--- config.mk ---
export PLATFORM = sky130hd
export DESIGN_NAME = exe_muldiv_unit
export DESIGN_NICKNAME = d
export VERILOG_FILES = /design/src/rtl/exe_muldiv_unit.sv
export SDC_FILE = /design/constraint.sdc
export NUM_CORES = 1
export LEC_CHECK = 0
export ABC_AREA = 1
export CORE_UTILIZATION = 55
export DETAILED_ROUTE_END_ITERATION = 6
export PLACE_DENSITY = 0.75
export SLEW_MARGIN = 10
export SYNTH_ARGS = -nofsm -noshare
export SYNTH_HDL_FRONTEND = slang
export SYNTH_SLANG_ARGS = --single-unit
--- constraint.sdc ---
create_clock -name clk -period 7.44 [get_ports clk]
set_input_delay 0.744 -clock clk [delete_from_list [all_inputs] [get_ports clk]]
set_output_delay 0.744 -clock clk [all_outputs]
set_load 0.1 [all_outputs]
--- src/rtl/exe_muldiv_unit.sv ---
// Iterative radix-2 RV32M multiply/divide unit for the EXE stage.
// Holds the pipeline via stall_o while an operation is in flight; result is a one-cycle done_o pulse.
module exe_muldiv_unit #(
    parameter int XLEN  = 32,
    parameter int CNT_W = 6
) (
    input  logic            clk,
    input  logic            rst,
    input  logic            start_i,
    input  logic            flush_i,
    input  logic [2:0]      op_i,
    input  logic [XLEN-1:0] dataA_i,
    input  logic [XLEN-1:0] dataB_i,
    input  logic [4:0]      rd_i,
    output logic            stall_o,
    output logic            done_o,
    output logic [XLEN-1:0] result_o,
    output logic [4:0]      rd_o
);

    typedef enum logic [1:0] {
        S_IDLE = 2'd0,
        S_RUN  = 2'd1,
        S_DONE = 2'd2
    } state_t;

    state_t            state_q;
    logic [CNT_W-1:0]  counter_q;
    logic [2:0]        op_q;
    logic [XLEN-1:0]   acc_hi_q;
    logic [XLEN-1:0]   acc_lo_q;
    logic [XLEN-1:0]   b_q;
    logic              neg_quo_q;
    logic              neg_rem_q;
    logic              done_q;
    logic [XLEN-1:0]   result_q;
    logic [4:0]        rd_q;

    // Decode of the incoming op (used only on the accept cycle)
    logic            op_is_div;
    logic            op_signed;
    logic            op_rsvd;
    logic            div_by_zero;
    logic            div_overflow;
    logic            shortcut;
    logic            a_neg;
    logic            b_neg;
    logic [XLEN-1:0] a_mag;
    logic [XLEN-1:0] b_mag;
    logic [XLEN-1:0] short_result;

    assign op_is_div    = op_i[2];
    assign op_signed    = op_i[2] & ~op_i[0];
    assign op_rsvd      = (op_i[2:1] == 2'b01);
    assign div_by_zero  = op_is_div & (dataB_i == '0);
    assign div_overflow = op_signed & (dataA_i == {1'b1, {(XLEN-1){1'b0}}}) & (dataB_i == '1);
    assign shortcut     = op_rsvd | div_by_zero | div_overflow;

    assign a_neg = op_signed & dataA_i[XLEN-1];
    assign b_neg = op_signed & dataB_i[XLEN-1];
    assign a_mag = a_neg ? (~dataA_i + 1'b1) : dataA_i;
    assign b_mag = b_neg ? (~dataB_i + 1'b1) : dataB_i;

    // op_i[1] separates REM/REMU from DIV/DIVU
    always_comb begin
        short_result = '0;
        if (div_by_zero) begin
            short_result = op_i[1] ? dataA_i : '1;
        end else if (div_overflow) begin
            short_result = op_i[1] ? '0 : dataA_i;
        end
    end

    // One shift-add multiply step: {carry, hi, lo} shifted right by one
    logic [XLEN:0]   mul_sum;
    logic [XLEN-1:0] mul_hi_d;
    logic [XLEN-1:0] mul_lo_d;

    assign mul_sum  = {1'b0, acc_hi_q} + (acc_lo_q[0] ? {1'b0, b_q} : '0);
    assign mul_hi_d = mul_sum[XLEN:1];
    assign mul_lo_d = {mul_sum[0], acc_lo_q[XLEN-1:1]};

    // One restoring-divide step: hi is the partial remainder, lo shifts dividend out / quotient in
    logic [XLEN:0]   div_shift;
    logic [XLEN:0]   div_diff;
    logic            div_ge;
    logic [XLEN-1:0] div_hi_d;
    logic [XLEN-1:0] div_lo_d;

    assign div_shift = {acc_hi_q, acc_lo_q[XLEN-1]};
    assign div_diff  = div_shift - {1'b0, b_q};
    assign div_ge    = ~div_diff[XLEN];
    assign div_hi_d  = div_ge ? div_diff[XLEN-1:0] : div_shift[XLEN-1:0];
    assign div_lo_d  = {acc_lo_q[XLEN-2:0], div_ge};

    // Result selection on the final iteration, with sign fix-up for signed divide
    logic [XLEN-1:0] final_result;

    always_comb begin
        final_result = '0;
        case (op_q)
            3'b000:         final_result = mul_lo_d;
            3'b001:         final_result = mul_hi_d;
            3'b100, 3'b101: final_result = neg_quo_q ? (~div_lo_d + 1'b1) : div_lo_d;
            3'b110, 3'b111: final_result = neg_rem_q ? (~div_hi_d + 1'b1) : div_hi_d;
            default:        final_result = '0;
        endcase
    end

    always_ff @(posedge clk) begin
        if (rst) begin
            state_q   <= S_IDLE;
            counter_q <= '0;
            op_q      <= '0;
            acc_hi_q  <= '0;
            acc_lo_q  <= '0;
            b_q       <= '0;
            neg_quo_q <= 1'b0;
            neg_rem_q <= 1'b0;
            done_q    <= 1'b0;
            result_q  <= '0;
            rd_q      <= '0;
        end else if (flush_i) begin
            state_q <= S_IDLE;
            done_q  <= 1'b0;
        end else begin
            case (state_q)
                S_IDLE: begin
                    done_q <= 1'b0;
                    if (start_i) begin
                        op_q <= op_i;
                        rd_q <= rd_i;
                        if (shortcut) begin
                            result_q <= short_result;
                            done_q   <= 1'b1;
                            state_q  <= S_DONE;
                        end else begin
                            counter_q <= CNT_W'(XLEN);
                            acc_hi_q  <= '0;
                            acc_lo_q  <= op_is_div ? a_mag : dataA_i;
                            b_q       <= op_is_div ? b_mag : dataB_i;
                            neg_quo_q <= a_neg ^ b_neg;
                            neg_rem_q <= a_neg;
                            state_q   <= S_RUN;
                        end
                    end
                end
                S_RUN: begin
                    counter_q <= counter_q - 1'b1;
                    acc_hi_q  <= op_q[2] ? div_hi_d : mul_hi_d;
                    acc_lo_q  <= op_q[2] ? div_lo_d : mul_lo_d;
                    if (counter_q == CNT_W'(1)) begin
                        result_q <= final_result;
                        done_q   <= 1'b1;
                        state_q  <= S_DONE;
                    end
                end
                S_DONE: begin
                    done_q  <= 1'b0;
                    state_q <= S_IDLE;
                end
                default: begin
                    done_q  <= 1'b0;
                    state_q <= S_IDLE;
                end
            endcase
        end
    end

    assign stall_o  = ((state_q == S_IDLE) & start_i & ~flush_i) | (state_q == S_RUN);
    assign done_o   = done_q;
    assign result_o = result_q;
    assign rd_o     = rd_q;

endmodule

==> out/qor.csv <==
metric,value,unit
status,finished with violations,
failing checks,DRC,
Power Dens Cells,167.3,mW/mm^2
worst setup path start,acc_lo_q[31]$_SDFFE_PP0P_,
Internal,1.713,mW
CP dominant cell by count,nand2_1,
postcts setup bufs,0,
Sink Count,147,
TritonRoute pass-1 iters,7,
layout cells sized above 1,5.800,%
Final Total Pwr,3.001,mW
via count,19450,
Critical Path RT,7.78,ns
# Max-Cap Violations,0,
Net Sw Power,1.287,mW
clock slew seen by the registers of the worst setup and hold paths,0.06,ns
post-route minimum period,5.572,ns
Leak Pwr,8.607,nW
worst hold-check path type,reg -> reg,
vias in the first global route,17630,
Placed Area,0.01733,sq mm
Worst-Margin Slew,1.195,ns
GRT Util Overall,39.79,%
crit-path max cell delay,0.59,ns
Die Ht,173.4,microns
"commonest cells after routing, fill and taps aside","nand2_1, inv_1, a21oi_1",
Clock Skew,0.01326,ns
post-route ant nets,0,
GRT overflow,0,
Syn Nets,2949,
Clk pwr share,31.1,%
RSZ-0062 raised after global routing,false,
Cells after Synth,2800,
Final TNS setup,0,ns
CP endpoint kind,register,
switch share,42.90,%
dpl hpwl,47.05,mm
fin crit share,74.89,%
initial core utilization,56.11,%
Setup CP Type,reg -> reg,
VDD IR max,0.0001952,V
Final Instance Area,0.01794,sq mm
Mapped Area,0.01615,sq mm
Logic pwr share,39.6,%
CORE AREA,0.02878,sq mm
Flop pwr share,29.3,%
die area,0.03005,sq mm
# nets final,2982,
CTS hold repair buffers,0,
slowest library cell on the worst path,nand2_4,
Worst EP arrival,5.91,ns
fill count,2894,
Die W,173.4,microns
#FFs+latches synth,147,
Max Freq,179.5,MHz
startpoint types,register,
Max Slew Vio Count,0,
first-pass GRT wire length,94.50,mm
Final Hold Fails,0,
Clock Tree Buf Depth,2,
gp weighted congestion,0.9869,
Rel. slew slack,20.23,%
"commonest non-fill, non-tap cell in the layout",nand2_1,
Vias/cell,6.023,
DR WL/cell,18.81,microns
diodes inserted,0,
latest clock arrival within the worst-skew pair,0.46,ns
async set-or-reset flop fraction in the synthesized netlist,0,%
r2r worst-path depth,29,
Buffers on Ports,114,
Hold Startpoint,b_q[17]$_SDFFE_PP0P_,
antenna violations before repair,1,
endpoints failing setup,0,
"Distinct cells, synth",61,
TritonCTS clock tree,yes,
"Primary FF master, synth",dfxtp_1,
initial DRC count,2687,
residual DRC count,18,
Worst R2R Start,acc_lo_q[31]$_SDFFE_PP0P_,
site row count,62,
"EDFF count, synth",0,
pin count of the biggest net entering global routing,79,
hold depth,2,
CTS H-tree lvls,4,
post-cts sizing count,0,
Synth Warn #,0,
io pins,115,
sequential fraction of the synthesis area,18.22,%
hold_ws,0.4818,ns
CP Max Fanout,48,
CTS Buf Count,17,
Mean Syn Cell Area,5.768,sq um
synth-to-layout area growth,11.07,%
clk root buf,clkbuf_16,
Routed WL,60.74,mm
## critical path, delay by kind of cell (launching register included)
family,cells,cell delay (ns)
and+or+nand+nor,17,3.10
adders and majority gates,3,1.00
buffers and inverters,4,0.50
AOI/OAI and AO/OA,5,0.49
DFF,1,0.31
## final cells by class
cell class                 instances  area, sq um  area share (%)
sequential                       147         2944           16.41
clock buffer                      20        456.7           2.546
inverter                         373         1400           7.806
multi-input combinational       2162        11230           62.62
tap                              384        480.5           2.679
clock inverter                    11        152.6          0.8510
timing repair buffer             132         1271           7.087
## Yosys cell counts, types with 20 or more instances
library cell | n | area (sq um)
nand2_1 | 716 | 2688
dfxtp_1 | 147 | 2943
nand2_2 | 26 | 162.7
clkbuf_1 | 82 | 307.8
o21ai_0 | 242 | 1211
nor2_1 | 259 | 972.2
o211ai_1 | 35 | 262.8
inv_1 | 357 | 1340
a21oi_1 | 291 | 1456
nand4_1 | 34 | 212.7
nor3_1 | 42 | 210.2
nand3_1 | 144 | 720.7
xnor2_1 | 20 | 175.2
xor2_1 | 55 | 481.7
ha_1 | 71 | 888.4
a31oi_1 | 31 | 193.9
## metal layers
metal	wire (microns)	GRT usage, %
met4	3106	20.98
met3	5730	6.031
met1	25010	52.39
met2	26890	62.63
met5	0	0
## power groups by stage
stage               sequential [mW]  combinational (mW)  clock, mW
CTS                           0.875                1.15      0.934
global placement              0.891                1.13          0
finish                        0.878                1.19      0.934
floorplan                     0.966               0.746          0
global route                  0.882                1.29      0.966
detailed placement            0.893                1.15          0
## flip-flops by register name (all words and copies together), names as in the netlist, 2 cells and up
name,cells
acc_hi_q,32
result_o,32
counter_q,6
rd_o,5
op_q,3
state_q,2
b_q,32
acc_lo_q,32
## path summary, 6_finish.rpt
check                              endpoint  slack, ns
setup / recovery  result_o[28]$_SDFFE_PP0P_       1.87
hold / removal         b_q[17]$_SDFFE_PP0P_       0.48
setup reg to reg  result_o[28]$_SDFFE_PP0P_       1.87
hold reg to reg        b_q[17]$_SDFFE_PP0P_       0.48
## cell families after synthesis
logic type | count (synthesis) | share of synthesized area (%)
AOI/OAI and AO/OA | 706 | 24.43
and+or+nand+nor | 1308 | 35.21
DFF | 147 | 18.22
xor gates and xnor gates | 75 | 4.068
adders and majority gates | 73 | 5.749
buffers and inverters | 491 | 12.32
## per-stage QoR
step | worst slack (ns) | instances | utilization [%]
3_5_place_dp | 1.808 | 3198 | 60.21
6_report | 1.868 | 3229 | 62.32
2_1_floorplan | 3.407 | 2800 | -
4_1_cts | 2.060 | 3229 | 62.32
3_3_place_gp | 2.019 | 3198 | 60.21
5_1_grt | 1.389 | 3229 | 62.32
No activity file was read; power rests on OpenSTA's default activity.
